## config.mk

```make
export PLATFORM = sky130hd
export DESIGN_NAME = mult_seq_param
export DESIGN_NICKNAME = d
export VERILOG_FILES = /design/src/rtl/mult_seq_param.sv
export SDC_FILE = /design/constraint.sdc
export NUM_CORES = 1
export LEC_CHECK = 0
export ABC_AREA = 1
export BUFFER_PORTS_ARGS = -buffer_cell sky130_fd_sc_hd__buf_2
export CAP_MARGIN = 0
export CORE_MARGIN = 4
export CORE_UTILIZATION = 35
export CTS_BUF_LIST = sky130_fd_sc_hd__clkbuf_2 sky130_fd_sc_hd__clkbuf_4 sky130_fd_sc_hd__clkbuf_8
export DETAILED_ROUTE_END_ITERATION = 8
export GPL_TIMING_DRIVEN = 0
export PLACE_DENSITY = 0.63
export SYNTH_ARGS = -nofsm -noshare
export SYNTH_HDL_FRONTEND = slang
export SYNTH_SLANG_ARGS = --single-unit
```

## constraint.sdc

```tcl
create_clock -name clk -period 4.1 [get_ports clk]
set_input_delay 1.23 -clock clk [delete_from_list [all_inputs] [get_ports clk]]
set_output_delay 1.23 -clock clk [all_outputs]
set_load 0.02 [all_outputs]
```

## src/rtl/mult_seq_param.sv

```systemverilog
// rtl/mult_seq_param.sv - iterative shift-add multiplier, full-width product, signed/unsigned per operation
module mult_seq_param #(
  parameter int WIDTH = 16
) (
  input  logic                 clk,
  input  logic                 rst,
  input  logic                 start,
  input  logic                 signed_mode,
  input  logic [WIDTH-1:0]     m_in,
  input  logic [WIDTH-1:0]     n_in,
  output logic [2*WIDTH-1:0]   prod,
  output logic                 busy,
  output logic                 done
);

  localparam int CW = (WIDTH > 2) ? $clog2(WIDTH) : 1;

  typedef enum logic [1:0] {IDLE, RUN, FIX} state_t;

  state_t             state, state_next;
  logic [WIDTH-1:0]   mcand;
  logic [2*WIDTH:0]   acc;     // upper W+1 bits: partial sum, lower W bits: remaining multiplier bits
  logic [CW-1:0]      cnt;
  logic               neg;

  logic [WIDTH-1:0]   m_abs;
  logic [WIDTH-1:0]   n_abs;
  logic [WIDTH:0]     upper_sum;
  logic [2*WIDTH-1:0] acc_low;

  assign busy = (state != IDLE);

  // Operand magnitudes, the conditional add into the upper half, and the final low product word
  always_comb begin
    m_abs     = (signed_mode && m_in[WIDTH-1]) ? -m_in : m_in;
    n_abs     = (signed_mode && n_in[WIDTH-1]) ? -n_in : n_in;
    upper_sum = acc[2*WIDTH:WIDTH] + (acc[0] ? {1'b0, mcand} : '0);
    acc_low   = acc[2*WIDTH-1:0];
  end

  // State register
  always_ff @(posedge clk) begin
    if (rst) state <= IDLE;
    else     state <= state_next;
  end

  // Next-state logic: one RUN cycle per multiplier bit, then a single FIX cycle
  always_comb begin
    state_next = state;
    case (state)
      IDLE:    if (start) state_next = RUN;
      RUN:     if (cnt == CW'(WIDTH-1)) state_next = FIX;
      FIX:     state_next = IDLE;
      default: state_next = IDLE;
    endcase
  end

  // Datapath: capture operands in IDLE, shift-add in RUN, sign-fix and publish in FIX
  always_ff @(posedge clk) begin
    if (rst) begin
      mcand <= '0;
      acc   <= '0;
      cnt   <= '0;
      neg   <= 1'b0;
      prod  <= '0;
      done  <= 1'b0;
    end else begin
      done <= 1'b0;
      case (state)
        IDLE: begin
          if (start) begin
            mcand <= m_abs;
            acc   <= {{(WIDTH+1){1'b0}}, n_abs};
            cnt   <= '0;
            neg   <= signed_mode & (m_in[WIDTH-1] ^ n_in[WIDTH-1]);
          end
        end
        RUN: begin
          acc <= {1'b0, upper_sum, acc[WIDTH-1:1]};
          cnt <= cnt + 1'b1;
        end
        FIX: begin
          prod <= neg ? -acc_low : acc_low;
          done <= 1'b1;
        end
        default: ;
      endcase
    end
  end

endmodule

```

* Word level (Yosys, flattened, before mapping)
Index checks and enable logic that the tools add are counted.
Operators by class: $add $sub $neg 5, $mul 0, div/mod/pow operators 0, magnitude comparators 0, equality and inequality tests 5, shift operators 0, muxes and demuxes 12, bitwise gates (word level) 2, reduce and logical (&&, ||, !) cells 8
Operators by type and width (number):
- 33-bit one-hot mux with 2 select lines | 1
- 16-bit two-way mux | 3
- 33-bit two-way mux | 1
- 32-bit two-way mux | 1
- 16-bit negation | 2
- 32-bit negation | 1
- 17-bit by 16-bit adder with 17-bit output | 1
- 4-bit one-hot mux with 2 select lines | 1
- 2-bit AND reduction | 3
- 4-bit by 1-bit adder with 4-bit output (second input constant) | 1
- 4-bit == test (second input constant) | 1
- 2-bit two-way mux | 2
- 4-bit two-way mux | 1
- 2-bit inequality test (second input constant) | 2
- 2-bit one-hot mux with 2 select lines | 1
- 2-bit nonzero test | 2
- 2-bit by 1-bit == test with 1-bit output (second input constant) | 1
- 2-bit == test (second input constant) | 1
- 1-bit logical AND | 2
- 2-bit logical NOT | 1
- 1-bit bitwise AND | 1
- 1-bit two-way mux | 1
- 1-bit XOR | 1
Word-level totals: flip-flop bits (word level) 89, bits in latches 0, RAM bits 0, ROM bits 0, bits of input ports 36, output and inout port bits 34, word-level logic and storage cells 39, memories 0

* Depth between registers and ports, before layout
depth in word-level cells 4, mapped depth 15, gate-level depth less buffers 13

* Least setup slack after synthesis
No wires, ideal clock.
path type input to register, start in m_in[0], end reg mcand[8], library setup time 0.109 ns, data arrival time 2.185 ns, required time 3.991 ns, path slack 1.806 ns, cell stages on the path 10, buffers on the path 0, cell sequence inv_1 ha_1 inv_1 nor3_2 nand2_1 o21ai_4 xor2_1 nand2_1 nand2_1 inv_1
Between the ends: longest elaborated chain between the ends 2
Ends and longest elaborated chain:
- start, declared | RTL line 9 | input logic [WIDTH-1:0] m_in,
- 16-bit negation | RTL line 35 | m_abs = (signed_mode && m_in[WIDTH-1]) ? -m_in : m_in;
- 16-bit two-way mux | RTL line 35
- end signal, assigned | RTL line 72 | mcand <= m_abs;
- end, declared | RTL line 21 | logic [WIDTH-1:0] mcand;
No other way between the ends. A chain may end at the register's enable or synchronous reset.

* Worst setup path after layout
start reg acc[0], end reg acc[29]
Between the ends: longest elaborated chain between the ends 3
Ends and longest elaborated chain:
- start, declared | RTL line 22 | logic [2*WIDTH:0] acc;
- start signal, assigned | RTL line 73 | acc <= {{(WIDTH+1){1'b0}}, n_abs};
- start signal, assigned | RTL line 79 | acc <= {1'b0, upper_sum, acc[WIDTH-1:1]};
- 16-bit two-way mux | RTL line 37 | upper_sum = acc[2*WIDTH:WIDTH] + (acc[0] ? {1'b0, mcand} : '0);
- 17-bit by 16-bit adder with 17-bit output | RTL line 37
- 33-bit one-hot mux with 2 select lines | RTL line 69 | case (state)
No other way between the ends.

==> results.cfg <==
[synthesis]
synthSimpleGateAreaFrac_pct = 35.4
yosysMostFrequentCell = nand2_1
synthXorXnorAreaFrac_pct = 2.96
yosys_warnings = 0
synthFlopType = dfxtp_1
synthCells = 918
yosys.area_share.adder_pct = 4.57
syn_area_um2 = 5920
synth.area.top_cells = dfxtp_1, nand2_1, inv_1, nor2_1, a21oi_1
synth_top_cell_area_share_pct = 29.8
ys_ff_latch = 88
ys_top_cells_by_count = nand2_1, inv_1, nor2_1
synth_top_area_cell = dfxtp_1
synth_compound_area_share_pct = 16.7
synthArstFlopShare_pct = 0
synth_edf_count = 0
synth_top_family_by_area = simple AND/OR/NAND/NOR gates
synth_mux_area_share_pct = 0
yosysUniqueCellTypes = 48
ys_seq_area_share_pct = 29.8
syn_avg_cell_area_um2 = 6.45
syn-num-nets = 975

[clocking]
post-cts-setup-buffer-count = 0
cts_tree = yes
clk_pin_slew_ns = 0.09
clockBufferDepth = 2
cts_max_level = 3
cts_resized = 0
root_buffer = clkbuf_8
postCtsHoldBufs = 0
cts.sinks = 88
clk_latency_ns = 0.38
numCtsBuffers = 9

[timing]
slew_headroom_pct = 57.6
fmax_mhz = 405
finalSetupTns_ns = 0
finalMaxSlewViolations = 0
setup_violations = 0
clock_skew_ns = 0.0116
hold_violations = 0
period_share_pct = 60.2
finalCriticalPeriod_ns = 2.47
rsz0062_at_grt = no
worst_pin_slew_ns = 0.635

[detailed_routing]
vias = 5900
drt_iter0_drc = 448
drt-pass1-iter-count = 5
vias_per_cell = 4.83
drc_errors = 0
ant_nets = 0
routed_wirelength_um = 16000
detail_route.wl_per_cell_um = 13.1

[global_route]
grt_overflow = 0
grt_max_degree = 14
grt_use_total_pct = 16.7
antenna_found_initial = 0
grt_pass1_vias = 5404
grt_pass1_wl_um = 26600

[die]
start_util_pct = 35.7
die_area_um2 = 19000
die_w_um = 138
rows = 47
core_um2 = 16600
die_h_um = 138
num_io_pins = 70

[setup_path]
startpoint = acc[0]
worstPathRequired_ns = 4.37
cp-start-kind = flip-flop
worstSetupEndpointType = flip-flop
slowest_delay_ns = 0.41
crit_path_max_fanout = 10
cp_common_cell = nand2_1
reg2reg_depth = 15
cp_slowest_cell = fa_1
r2r-end = acc[29]
rrSetupSlack_ns = 1.63
regToRegStartpoint = acc[0]
critical_path_class = reg2reg
path_cells = buf_4, clkbuf_1, nand2_1, inv_1, ha_1, inv_1, fa_1, o21ai_2, nand2_1, nand2_1, nand2_1, nand2_1, nand2_1, nand3_1, nand2_1
arrival_ns = 2.74

[finish]
stdcell_count = 1221
syn_to_final_growth_pct = 13.9
antenna_cells = 0
finalNetCount = 1054
fill_cells = 1813
drive_gt1_share_pct = 15.6

[pwr]
power.leakage_nw = 3.51
vdd_drop_max_mv = 0.218
power_mw = 2.04
p_per_area_nw_per_um2 = 303

[min_path]
hold_class = reg2reg
hold_start = cnt[3]
hold_path_end = cnt[3]
min_delay_path_depth = 2

[placed_design]
dpl.cell_count = 1206
port-buffer-count = 68
gp_congestion = 0.907
dp_hpwl_um = 12800

[status]
status = completed

[job]
max_cap_viol_count = 0
## report_power, final
part,internal [mW],switching [mW]
Clock,0.352,0.306
Sequential,0.891,0.0439
Combinational,0.163,0.288
Total,1.41,0.638
## stage by stage
step                instance area [µm²]  hold WS, ns  setup slack (ns)  util, %
global route                       6740        0.505              1.32     40.7
global placement                   6530        0.460              1.55     39.4
detailed placement                 6530        0.478              1.54     39.4
floorplan                          5920        0.448              1.81        -
CTS                                6740        0.490              1.58     40.7
finish                             6740        0.491              1.63     40.7
## worst max path at each step
stage,endpoint,depth (start not counted)
detailed placement,mcand[8],11
global route,acc[29],15
finish,acc[29],15
floorplan,mcand[8],10
global placement,mcand[8],11
CTS,acc[29],15
## metal layers
| layer | share of wire [%] | vias up | GRT usage, % |
|---|---|---|---|
| met1 | 50 | 2589 | 23.6 |
| li1 | - | 3153 | - |
| met5 | 0 | - | 0 |
| met4 | 0.99 | 0 | 3.64 |
| met3 | 6.0 | 14 | 3.83 |
| met2 | 43 | 144 | 25.9 |
## worst max-delay path: cells and delay by family (launching register included)
family / cells / cell delay, ns
AO/OA/AOI/OAI: 1 / 0.27
flip-flops: 1 / 0.31
buffers and inverters: 4 / 0.60
AND/OR/NAND/NOR: 8 / 0.61
adder cells (fa/ha/maj): 2 / 0.56
## kinds of logic (layout without fill, tap and decap cells)
group	count (synthesis)	in the layout
xor gates and xnor gates	20	20
AOI/OAI and AO/OA	178	178
and+or+nand+nor	466	466
adders and majority gates	21	21
DFF	88	88
buffers and inverters	145	228
## flip-flops by register name, indices dropped and copies added (netlist names)
signal,flops
acc,32
cnt,4
neg,1
done,1
state,2
prod,32
mcand,16
## layout make-up
class	instances	area (µm²)	area share (%)
Inverter	117	452	6.70
Clock inverter	4	70.1	1.04
Timing Repair Buffer	68	340	5.05
Sequential cell	88	1760	26.1
Multi-Input combinational cell	685	3530	52.3
Buffer	28	176	2.62
Clock buffer	11	139	2.06
Tap cell	220	275	4.08
## layout by cell type (no fill, tap or decap), types with 3 or more instances in the layout
cell type	netlist	final
clkinv_2	2	4
nand2_4	3	3
nand2_1	238	238
clkbuf_8	0	9
nand2_2	9	9
xor2_1	14	14
o21ai_1	7	7
nand3_1	59	59
nand3b_1	3	3
buf_2	14	82
o21ai_2	3	3
nor2_1	105	105
nand3_2	6	6
a22oi_1	13	13
nor3_1	10	10
nand3_4	3	3
inv_2	7	7
buf_4	3	3
nand4_1	12	12
xnor2_1	6	6
o22ai_1	10	10
ha_1	20	20
o21ai_0	65	65
a21oi_1	66	66
a21o_1	3	3
inv_1	105	105
a31oi_1	4	4
nor2_2	10	10
dfxtp_1	88	88
clkbuf_1	6	6
Power figures use the tool's default switching activity.
